`src/rtl/synchronization.sv`:
```
// 1000BASE-X PCS receive synchronization state machine: comma alignment, acquisition and loss of sync.
// Optional `define SYNC_FAST_ACQ_EN: declare sync after two commas instead of three.
module synchronization #(
    parameter int GOOD_CGS_LIMIT = 3
) (
    input  logic       clk,
    input  logic       rst,
    input  logic       PUDI,
    input  logic [9:0] rx_code_group,
    output logic [9:0] x,
    output logic       rx_even,
    output logic       sync_status,
    output logic       SUDI
);

    typedef enum logic [3:0] {
        LOSS_OF_SYNC,
        COMMA_DETECT_1,
        ACQUIRE_SYNC_1,
        COMMA_DETECT_2,
`ifndef SYNC_FAST_ACQ_EN
        ACQUIRE_SYNC_2,
        COMMA_DETECT_3,
`endif
        SYNC_ACQUIRED_1,
        SYNC_ACQUIRED_2,
        SYNC_ACQUIRED_2A,
        SYNC_ACQUIRED_3,
        SYNC_ACQUIRED_3A,
        SYNC_ACQUIRED_4,
        SYNC_ACQUIRED_4A
    } state_t;

    state_t     state;
    state_t     state_nxt;
    logic [1:0] good_cgs;
    logic [1:0] good_nxt;
    logic [1:0] good_inc;
    logic [3:0] ones;
    logic       long_run;
    logic       comma;
    logic       invalid;
    logic       cgbad;
    logic       data_ok;
    logic       aligned_comma;
    logic       limit_hit;

    function automatic logic is_synced(state_t s);
        return s inside {SYNC_ACQUIRED_1, SYNC_ACQUIRED_2, SYNC_ACQUIRED_2A, SYNC_ACQUIRED_3,
                         SYNC_ACQUIRED_3A, SYNC_ACQUIRED_4, SYNC_ACQUIRED_4A};
    endfunction

    function automatic logic is_comma_detect(state_t s);
`ifdef SYNC_FAST_ACQ_EN
        return s inside {COMMA_DETECT_1, COMMA_DETECT_2};
`else
        return s inside {COMMA_DETECT_1, COMMA_DETECT_2, COMMA_DETECT_3};
`endif
    endfunction

    // Disparity-free validity screen: ones count and run length over the whole 10-bit group.
    always_comb begin
        ones     = '0;
        long_run = 1'b0;
        for (int i = 0; i < 10; i++) begin
            ones = ones + {3'b000, rx_code_group[i]};
        end
        for (int i = 0; i <= 4; i++) begin
            if ((&rx_code_group[i +: 6]) || (~|rx_code_group[i +: 6])) begin
                long_run = 1'b1;
            end
        end
    end

    assign comma         = (rx_code_group[9:3] == 7'b0011111) || (rx_code_group[9:3] == 7'b1100000);
    assign invalid       = (ones < 4'd4) || (ones > 4'd6) || long_run;
    assign cgbad         = invalid || (comma && rx_even);
    assign data_ok       = !comma && !invalid;
    assign aligned_comma = comma && !rx_even;
    assign good_inc      = (good_cgs == 2'd3) ? 2'd3 : good_cgs + 2'd1;
    assign limit_hit     = int'(good_inc) >= GOOD_CGS_LIMIT;

    // NOTE: every output of this block gets a default before the case so no path leaves it unassigned (no latch).
    always_comb begin
        state_nxt = state;
        good_nxt  = '0;
        case (state)
            LOSS_OF_SYNC:   if (comma) state_nxt = COMMA_DETECT_1;
            COMMA_DETECT_1: state_nxt = data_ok ? ACQUIRE_SYNC_1 : LOSS_OF_SYNC;
            ACQUIRE_SYNC_1: begin
                if (aligned_comma)  state_nxt = COMMA_DETECT_2;
                else if (cgbad)     state_nxt = LOSS_OF_SYNC;
            end
`ifdef SYNC_FAST_ACQ_EN
            COMMA_DETECT_2: state_nxt = data_ok ? SYNC_ACQUIRED_1 : LOSS_OF_SYNC;
`else
            COMMA_DETECT_2: state_nxt = data_ok ? ACQUIRE_SYNC_2 : LOSS_OF_SYNC;
            ACQUIRE_SYNC_2: begin
                if (aligned_comma)  state_nxt = COMMA_DETECT_3;
                else if (cgbad)     state_nxt = LOSS_OF_SYNC;
            end
            COMMA_DETECT_3: state_nxt = data_ok ? SYNC_ACQUIRED_1 : LOSS_OF_SYNC;
`endif
            SYNC_ACQUIRED_1: if (cgbad) state_nxt = SYNC_ACQUIRED_2;
            SYNC_ACQUIRED_2: begin
                if (cgbad) state_nxt = SYNC_ACQUIRED_3;
                else begin
                    state_nxt = SYNC_ACQUIRED_2A;
                    good_nxt  = 2'd1;
                end
            end
            SYNC_ACQUIRED_3: begin
                if (cgbad) state_nxt = SYNC_ACQUIRED_4;
                else begin
                    state_nxt = SYNC_ACQUIRED_3A;
                    good_nxt  = 2'd1;
                end
            end
            SYNC_ACQUIRED_4: begin
                if (cgbad) state_nxt = LOSS_OF_SYNC;
                else begin
                    state_nxt = SYNC_ACQUIRED_4A;
                    good_nxt  = 2'd1;
                end
            end
            // Each A state steps back one level after GOOD_CGS_LIMIT consecutive good groups.
            SYNC_ACQUIRED_2A: begin
                if (cgbad)          state_nxt = SYNC_ACQUIRED_3;
                else if (limit_hit) state_nxt = SYNC_ACQUIRED_1;
                else                good_nxt  = good_inc;
            end
            SYNC_ACQUIRED_3A: begin
                if (cgbad)          state_nxt = SYNC_ACQUIRED_4;
                else if (limit_hit) state_nxt = SYNC_ACQUIRED_2;
                else                good_nxt  = good_inc;
            end
            SYNC_ACQUIRED_4A: begin
                if (cgbad)          state_nxt = LOSS_OF_SYNC;
                else if (limit_hit) state_nxt = SYNC_ACQUIRED_3;
                else                good_nxt  = good_inc;
            end
            default: state_nxt = LOSS_OF_SYNC;
        endcase
    end

    // NOTE: state registers use non-blocking assignments so every flop samples pre-edge values.
    always_ff @(posedge clk) begin
        if (!rst) begin
            state       <= LOSS_OF_SYNC;
            good_cgs    <= '0;
            x           <= '0;
            rx_even     <= 1'b0;
            sync_status <= 1'b0;
            SUDI        <= 1'b0;
        end else begin
            SUDI <= PUDI;
            if (PUDI) begin
                state       <= state_nxt;
                good_cgs    <= good_nxt;
                x           <= rx_code_group;
                rx_even     <= is_comma_detect(state_nxt) ? 1'b1 : !rx_even;
                sync_status <= is_synced(state_nxt);
            end
        end
    end

endmodule

```
`config.mk`:
```
export PLATFORM = sky130hd
export DESIGN_NAME = synchronization
export DESIGN_NICKNAME = d
export VERILOG_FILES = /design/src/rtl/synchronization.sv
export SDC_FILE = /design/constraint.sdc
export NUM_CORES = 1
export LEC_CHECK = 0
export ABC_AREA = 1
export CAP_MARGIN = 20
export CORE_UTILIZATION = 45
export DETAILED_ROUTE_END_ITERATION = 7
export MAX_ROUTING_LAYER = met4
export PLACE_DENSITY = 0.73
export SLEW_MARGIN = 20
export SYNTH_ARGS = -nofsm -noshare
export SYNTH_HDL_FRONTEND = slang
export SYNTH_SLANG_ARGS = --single-unit
```
`constraint.sdc`:
```
create_clock -name clk -period 4.8 [get_ports clk]
set_input_delay 0.48 -clock clk [delete_from_list [all_inputs] [get_ports clk]]
set_output_delay 0.48 -clock clk [all_outputs]
set_load 0.02 [all_outputs]
```
==> results of run 1 <==
[flip-flops by register name, summed over array words and instances (netlist names)]
register     flops
x               10
state            4
SUDI             1
good_cgs         2
sync_status      1
rx_even          1
[worst max-delay path: cells and delay by family]
kind / cells / cell delay, ns
buf+inv: 3 / 0.71
fa+ha+maj: 5 / 2.03
simple gates: 9 / 0.85
compound gates: 2 / 0.31
[kinds of logic after synthesis]
| group | synth area share, % |
|---|---|
| compound gates | 16.2 |
| fa+ha+maj | 11.4 |
| buf+inv | 10.7 |
| flops | 25.5 |
| simple gates | 36.1 |
[worst paths after layout]
path,end,cells after the start
setup / recovery,rx_even,19
hold / removal,sync_status,2
setup reg to reg,sync_status,12
hold reg to reg,sync_status,2
[area by class of cell]
class / instances / area (µm²)
multi-input cells: 165 / 950
clock buffers: 4 / 26.3
repair buffers: 25 / 250
fillers: 307 / 1310
inverters: 36 / 136
well taps: 44 / 55.1
flip-flops and latches: 19 / 380
[report_power, final]
group          switching [mW]  internal (mW)
combinational           0.141         0.0871
sequential            0.00874          0.168
clock                  0.0466         0.0323
total                   0.196          0.288
[metal layers]
layer  global-route usage [%]  vias to the layer above  part of all wire, %
li1                         -                      771                    -
met1                     33.1                      659                   53
met2                     33.1                       24                   43
met3                     1.97                        5                  2.3
met4                     6.98                        0                  1.2
met5                        -                        -                    0
[metrics by stage]
| step | area [µm²] | instances | hold slack (ns) | power (mW) | worst slack (ns) |
|---|---|---|---|---|---|
| floorplan | 1490 | 224 | 0.472 | 0.350 | 1.12 |
| global placement | 1770 | 289 | 0.469 | 0.407 | 0.362 |
| detailed placement | 1770 | 289 | 0.474 | 0.409 | 0.277 |
| CTS | 1800 | 293 | 0.488 | 0.486 | 0.625 |
| global route | 1800 | 293 | 0.524 | 0.526 | 0.352 |
| finish | 1800 | 293 | 0.487 | 0.484 | 0.622 |
[cell usage in the layout (no fill, tap or decap), types with 7 or more instances in the layout]
| master | count |
|---|---|
| a21oi_1 | 18 |
| inv_1 | 28 |
| nand2_1 | 49 |
| o21ai_0 | 18 |
| clkdlybuf4s50_1 | 25 |
| dfxtp_1 | 19 |
| nand2_2 | 7 |
| nor2_1 | 30 |
| nand4_1 | 9 |
==> key figures, run 1 <==
Setup path
  • Required time of the critical path: 5.02 ns
  • CP Max Fanout: 8
  • Crit-path most repeated cell: nand2_1
  • WS Path Type: input port to flop
  • R2R setup slack: 3.03 ns
  • Setup crit start kind: input port
  • Worst path cell trace: clkdlybuf4s50_1 -> inv_2 -> fa_1 -> fa_1 -> fa_1 -> inv_1 -> ha_1 -> fa_1 -> nor2_1 -> nand2_1 -> nand2_1 -> nand2_1 -> nor2_8 -> nand3_4 -> o21ai_2 -> nand2_1 -> nand4_1 -> nand2_1 -> a21oi_1
  • Worst Setup SP: rx_code_group[3]
  • CP endpoint kind: flop
  • Crit-path max cell delay: 0.57 ns
  • Crit path max-delay cell type: clkdlybuf4s50_1
  • Arrival time at the worst endpoint: 4.40 ns
  • Reg2reg start: state[3]

Clocking
  • Clock latency on the worst-skew pair: 0.30 ns
  • Clock sink total: 19
  • Setup Buffers After CTS: 0
  • Clk pin slew, worst setup/hold paths: 0.11 ns
  • Number of buffers created by CTS: 3
  • Maximum clock path buffer count: 2
  • Clock tree from TritonCTS: built
  • H-tree depth: 1
  • CTS Root Cell: clkbuf_4
  • CTS resizes: 0
  • Cts hold-fix bufs: 0

Logic synthesis
  • Synth unique cells: 31
  • Synth Cell Area: 1490 µm²
  • Post-synth top area cell: dfxtp_1
  • Synth cell count leaders: nand2_1, nor2_1, inv_1
  • Syn. warnings: 0
  • Register area share after synthesis: 25.5%
  • Register bit total from synthesis: 19
  • Syn nets: 247
  • Post-synth EDFFs: 0
  • Cells after synthesis: 224
  • Top-area cell type share of the netlist area: 25.5%
  • Asr flop ratio synth: 0%
  • Area contributors post-synth: dfxtp_1, nand2_1, fa_1
  • Top FF cell, synth: dfxtp_1
  • Top-count cell post-synth: nand2_1
  • Synthesized area per cell: 6.65 µm²

Power
  • PD cells: 269 nW/µm²
  • P_leak: 0.822 nW
  • Max IR drop VDD: 0.000206 V

Timing
  • Relative slew margins: 42.9%
  • Fmax: 239 MHz
  • Unrepaired setup endpoints after global routing: no
  • Period utilization: 87.0%
  • Setup TNS: 0 ns
  • Endpoints failing setup: 0
  • Clock Skew: 0.0137 ns
  • Final Slew Violations: 0
  • Min Tclk post-route: 4.18 ns
  • Final Hold Violating Endpoints: 0
  • Worst slew pin tran: 0.853 ns

Floorplanning
  • Core Area: 3100 µm²
  • # rows: 20
  • Vert. Die Dim: 59.5 µm
  • Initial Util: 48.0%
  • Die Width: 59.5 µm
  • Die ar.: 3540 µm²
  • I/O pins: 26

Place
  • Gpl congestion: 0.881
  • I/O Buffers: 25
  • HPWL Detailed: 2.78 mm

Finish
  • Final nets: 273
  • Layout cells sized above 1: 11.2%
  • Post-synthesis to final-layout area growth: 20.8%
  • Diode count: 0
  • Finished Core Util: 57.9%

Global routing
  • Number of global-route vias before repair: 1,331
  • Initial antenna violation count: 0
  • Global-route wire length before repair: 5.91 mm
  • Largest net degree at the start of global routing: 30
  • Gr usage total: 22.7%
  • Total grt overflow: 0

Drt
  • ANT nets after route: 0
  • Final WL: 3.45 mm
  • Avg WL per Cell: 11.8 µm
  • Drt first pass iters: 4
  • Vias: 1,459
  • DR DRC count: 0
  • Via density: 4.98
  • Detailed Route Iter0 Violations: 93

Min path
  • Min-delay worst type: flop to flop
  • Hold path start: sync_status

Outcome
  • Status: completed

Run
  • Max-Cap Viols: 0
Power figures use the tool's default switching activity.
==> run 2, diff against run 1 <==
--- a/config.mk
+++ b/config.mk
@@ -7,7 +7,9 @@
 export LEC_CHECK = 0
 export ABC_AREA = 1
 export CAP_MARGIN = 20
+export CORE_ASPECT_RATIO = 0.9
 export CORE_UTILIZATION = 45
+export CTS_CLUSTER_DIAMETER = 150
 export DETAILED_ROUTE_END_ITERATION = 7
 export MAX_ROUTING_LAYER = met4
 export PLACE_DENSITY = 0.73
==> constraint.sdc (replaced) <==
create_clock -name clk -period 4.8 [get_ports clk]
set_input_delay 0.96 -clock clk [delete_from_list [all_inputs] [get_ports clk]]
set_output_delay 0.96 -clock clk [all_outputs]
set_load 0.02 [all_outputs]
==> run 2 against run 1 <==
- count of clock-buffer cells in the layout is the same
- first-iteration DRC count shrank 22%
- final cell count increased by 2.0%
- hold slack lost 0.0041 ns
- global-route usage is 0.76 points lower
- utilization is 2.4 points higher
- worst setup slack worse by 0.38 ns
- clock skew decreased by 0.013 ns
- register-to-register slack better by 0.02 ns
- non-clock buffer count grew 8
- critical path depth up 1
- sequential share of layout area is 0.75 points lower
- critical endpoint is now state[3]
- largest cell class unchanged
- largest power group unchanged
==> key figures, run 2 (same netlist as run 1, synthesis figures left out) <==
Timing
  • Min Tclk post-route: 4.56 ns (was 4.18 ns)
  • Setup TNS: 0 ns (unchanged)
  • Fin Hold WS: 0.483 ns (was 0.487 ns)
  • Relative slew margins: 46.4% (was 42.9%)
  • Worst slew pin tran: 0.801 ns (was 0.853 ns)
  • Period utilization: 95.0% (was 87.0%)
  • Final Hold Violating Endpoints: 0 (unchanged)
  • Final Slew Violations: 0 (unchanged)
  • Endpoints failing setup: 0 (unchanged)
  • Clock Skew: 0.000532 ns (was 0.0137 ns)
  • Fmax: 219 MHz (was 239 MHz)
  • Worst Slack Setup Final: 0.241 ns (was 0.622 ns)

Drt
  • Avg WL per Cell: 11.6 µm (was 11.8 µm)
  • Detailed Route Iter0 Violations: 73 (was 93)
  • DR DRC count: 0 (unchanged)
  • Drt first pass iters: 4 (unchanged)
  • Final WL: 3.47 mm (was 3.45 mm)
  • Via density: 4.98 (about the same)
  • ANT nets after route: 0 (unchanged)
  • Vias: 1,488 (was 1,459)

Outcome
  • Status: completed (unchanged)

Clocking
  • Clock latency on the worst-skew pair: 0.29 ns (was 0.30 ns)
  • Maximum clock path buffer count: 2 (unchanged)
  • Number of buffers created by CTS: 3 (unchanged)
  • CTS resizes: 0 (unchanged)
  • Clock sink total: 19 (unchanged)
  • Setup Buffers After CTS: 0 (unchanged)
  • H-tree depth: 1 (unchanged)
  • Clock tree from TritonCTS: built (unchanged)
  • Clk pin slew, worst setup/hold paths: 0.11 ns (about the same)
  • Cts hold-fix bufs: 0 (unchanged)
  • CTS Root Cell: clkbuf_4 (unchanged)

Min path
  • Min-delay worst type: flop to flop (unchanged)
  • Hold depth: 2 (unchanged)
  • Hold Path End: sync_status (unchanged)
  • Hold path start: sync_status (unchanged)

Global routing
  • Global-route wire length before repair: 6.00 mm (was 5.91 mm)
  • Number of global-route vias before repair: 1,344 (was 1,331)
  • Gr usage total: 21.9% (was 22.7%)
  • Total grt overflow: 0 (unchanged)
  • Largest net degree at the start of global routing: 30 (unchanged)
  • Initial antenna violation count: 0 (unchanged)

Power
  • PD cells: 270 nW/µm² (was 269 nW/µm²)
  • P_leak: 0.859 nW (was 0.822 nW)
  • Part of the power in registers: 35.1% (was 36.5%)
  • Max IR drop VDD: 0.000229 V (was 0.000206 V)
  • Combinational Power Share: 49.5% (was 47.1%)
  • Clock power share: 15.4% (was 16.3%)
  • Psw: 0.203 mW (was 0.196 mW)
  • Internal power: 0.300 mW (was 0.288 mW)
  • Sw Ratio: 40.3% (was 40.6%)

Setup path
  • Required time of the critical path: 4.99 ns (was 5.02 ns)
  • RR Endpoint: sync_status (unchanged)
  • Setup crit start kind: input port (unchanged)
  • CP Max Fanout: 8 (unchanged)
  • Crit-path max cell delay: 0.57 ns (about the same)
  • R2R setup slack: 3.05 ns (was 3.03 ns)
  • CP endpoint kind: flop (unchanged)
  • Worst path cell trace: clkdlybuf4s50_1 -> inv_1 -> fa_1 -> fa_1 -> fa_1 -> inv_1 -> ha_1 -> fa_2 -> nor2_1 -> nand2_1 -> nand2_1 -> nand2_2 -> nor2_8 -> nand3_4 -> clkinv_2 -> a21oi_1 -> nor2_1 -> nand2_1 -> o211ai_1 -> inv_2 (was clkdlybuf4s50_1 -> inv_2 -> fa_1 -> fa_1 -> fa_1 -> inv_1 -> ha_1 -> fa_1 -> nor2_1 -> nand2_1 -> nand2_1 -> nand2_1 -> nor2_8 -> nand3_4 -> o21ai_2 -> nand2_1 -> nand4_1 -> nand2_1 -> a21oi_1)
  • Arrival time at the worst endpoint: 4.75 ns (was 4.40 ns)
  • Worst path top cell family by delay: adder cells (unchanged)
  • Reg2reg start: state[3] (unchanged)
  • Crit path max-delay cell type: fa_1 (was clkdlybuf4s50_1)
  • WP buf/inv: 5 (was 3)
  • WS Path Type: input port to flop (unchanged)
  • Reg2Reg Depth: 12 (unchanged)

Finish
  • Post-synthesis to final-layout area growth: 25.2% (was 20.8%)
  • Total area of sequential cells: 380 µm² (unchanged)
  • Largest regs: x: 10 flops, state: 4 flops, good_cgs: 2 flops (unchanged)
  • Commonest cells after routing, fill and taps aside: nand2_1, nor2_1, inv_1 (unchanged)
  • Diode count: 0 (unchanged)
  • Fillers: 294 (was 307)
  • Top reg by flops: x (unchanged)
  • Commonest non-fill, non-tap cell in the layout: nand2_1 (unchanged)
  • Layout cells sized above 1: 15.2% (was 11.2%)
  • Area of the multi-input gates: 958 µm² (was 950 µm²)
  • Final nets: 281 (was 273)
  • Max FFs per register: 10 (unchanged)

Place
  • Gpl congestion: 0.933 (was 0.881)
  • DP Worst Slack: -0.155 ns (was 0.277 ns)
  • HPWL Detailed: 2.87 mm (was 2.78 mm)
  • I/O Buffers: 25 (unchanged)

Floorplanning
  • Initial Util: 48.2% (was 48.0%)
  • Die Width: 62.6 µm (was 59.5 µm)
  • # rows: 19 (was 20)
  • Die ar.: 3540 µm² (about the same)
  • I/O pins: 26 (unchanged)
  • Core Area: 3090 µm² (was 3100 µm²)
  • Vert. Die Dim: 56.6 µm (was 59.5 µm)

Run
  • Max-Cap Viols: 0 (unchanged)
## run 2: cell types whose count changed in the layout (fill, tap and decap cells not counted), sizes merged
cell  change
buf       +8
## run 2: worst max path at each step
stage | startpoint | to | slack, ns | depth (start not counted)
6_report | rx_code_group[0] | state[3] | 0.24 | 20
5_1_grt | rx_code_group[0] | sync_status | -0.0006 | 21
4_1_cts | rx_code_group[0] | state[3] | 0.19 | 20
3_5_place_dp | rx_code_group[0] | state[3] | -0.15 | 20
3_3_place_gp | rx_code_group[0] | state[3] | -0.04 | 20
2_1_floorplan | rx_code_group[0] | state[3] | 0.64 | 17
## run 2: power groups by stage
stage	sequential (mW)	clock (mW)	combinational (mW)
after floorplan	0.188	0	0.162
after global placement	0.180	0	0.231
after detailed placement	0.180	0	0.236
after CTS	0.177	0.0800	0.238
after global routing	0.179	0.0897	0.277
final	0.177	0.0775	0.249
## run 2: routing by layer
| layer | routed length (µm) | global-route usage, % | vias up |
|---|---|---|---|
| met2 | 1360 | 31.7 | 49 |
| met1 | 1880 | 32.2 | 648 |
| met3 | 186 | 2.24 | 7 |
| li1 | - | - | 784 |
| met5 | 0 | - | - |
| met4 | 38 | 5.98 | 0 |
## run 2: layout make-up
type / instances / share of cell area, %
clock buffer: 4 / 1.41
inverter: 36 / 7.32
multi-input combinational: 165 / 51.4
sequential: 19 / 20.4
tap: 42 / 2.82
timing repair buffer: 33 / 16.6
## run 2: through the flow
step / instance area [µm²] / std cells / utilization, % / power [mW]
2_1_floorplan: 1490 / 224 / - / 0.350
3_3_place_gp: 1830 / 295 / 59.2 / 0.411
3_5_place_dp: 1830 / 295 / 59.2 / 0.416
4_1_cts: 1860 / 299 / 60.0 / 0.494
5_1_grt: 1860 / 299 / 60.3 / 0.546
6_report: 1860 / 299 / 60.3 / 0.503
## run 2: worst reg2reg max path: stages, from the launching register on
cell and delay [ns]:
dfxtp_1 0.44, inv_1 0.11, nor2_1 0.18, nand2_1 0.14
o21ai_0 0.19, nand4_1 0.11, nand2_1 0.07, nor2_1 0.06
nand3_2 0.06, nand2_1 0.05, nand2_1 0.05, nand2_1 0.06
a21oi_2 0.16
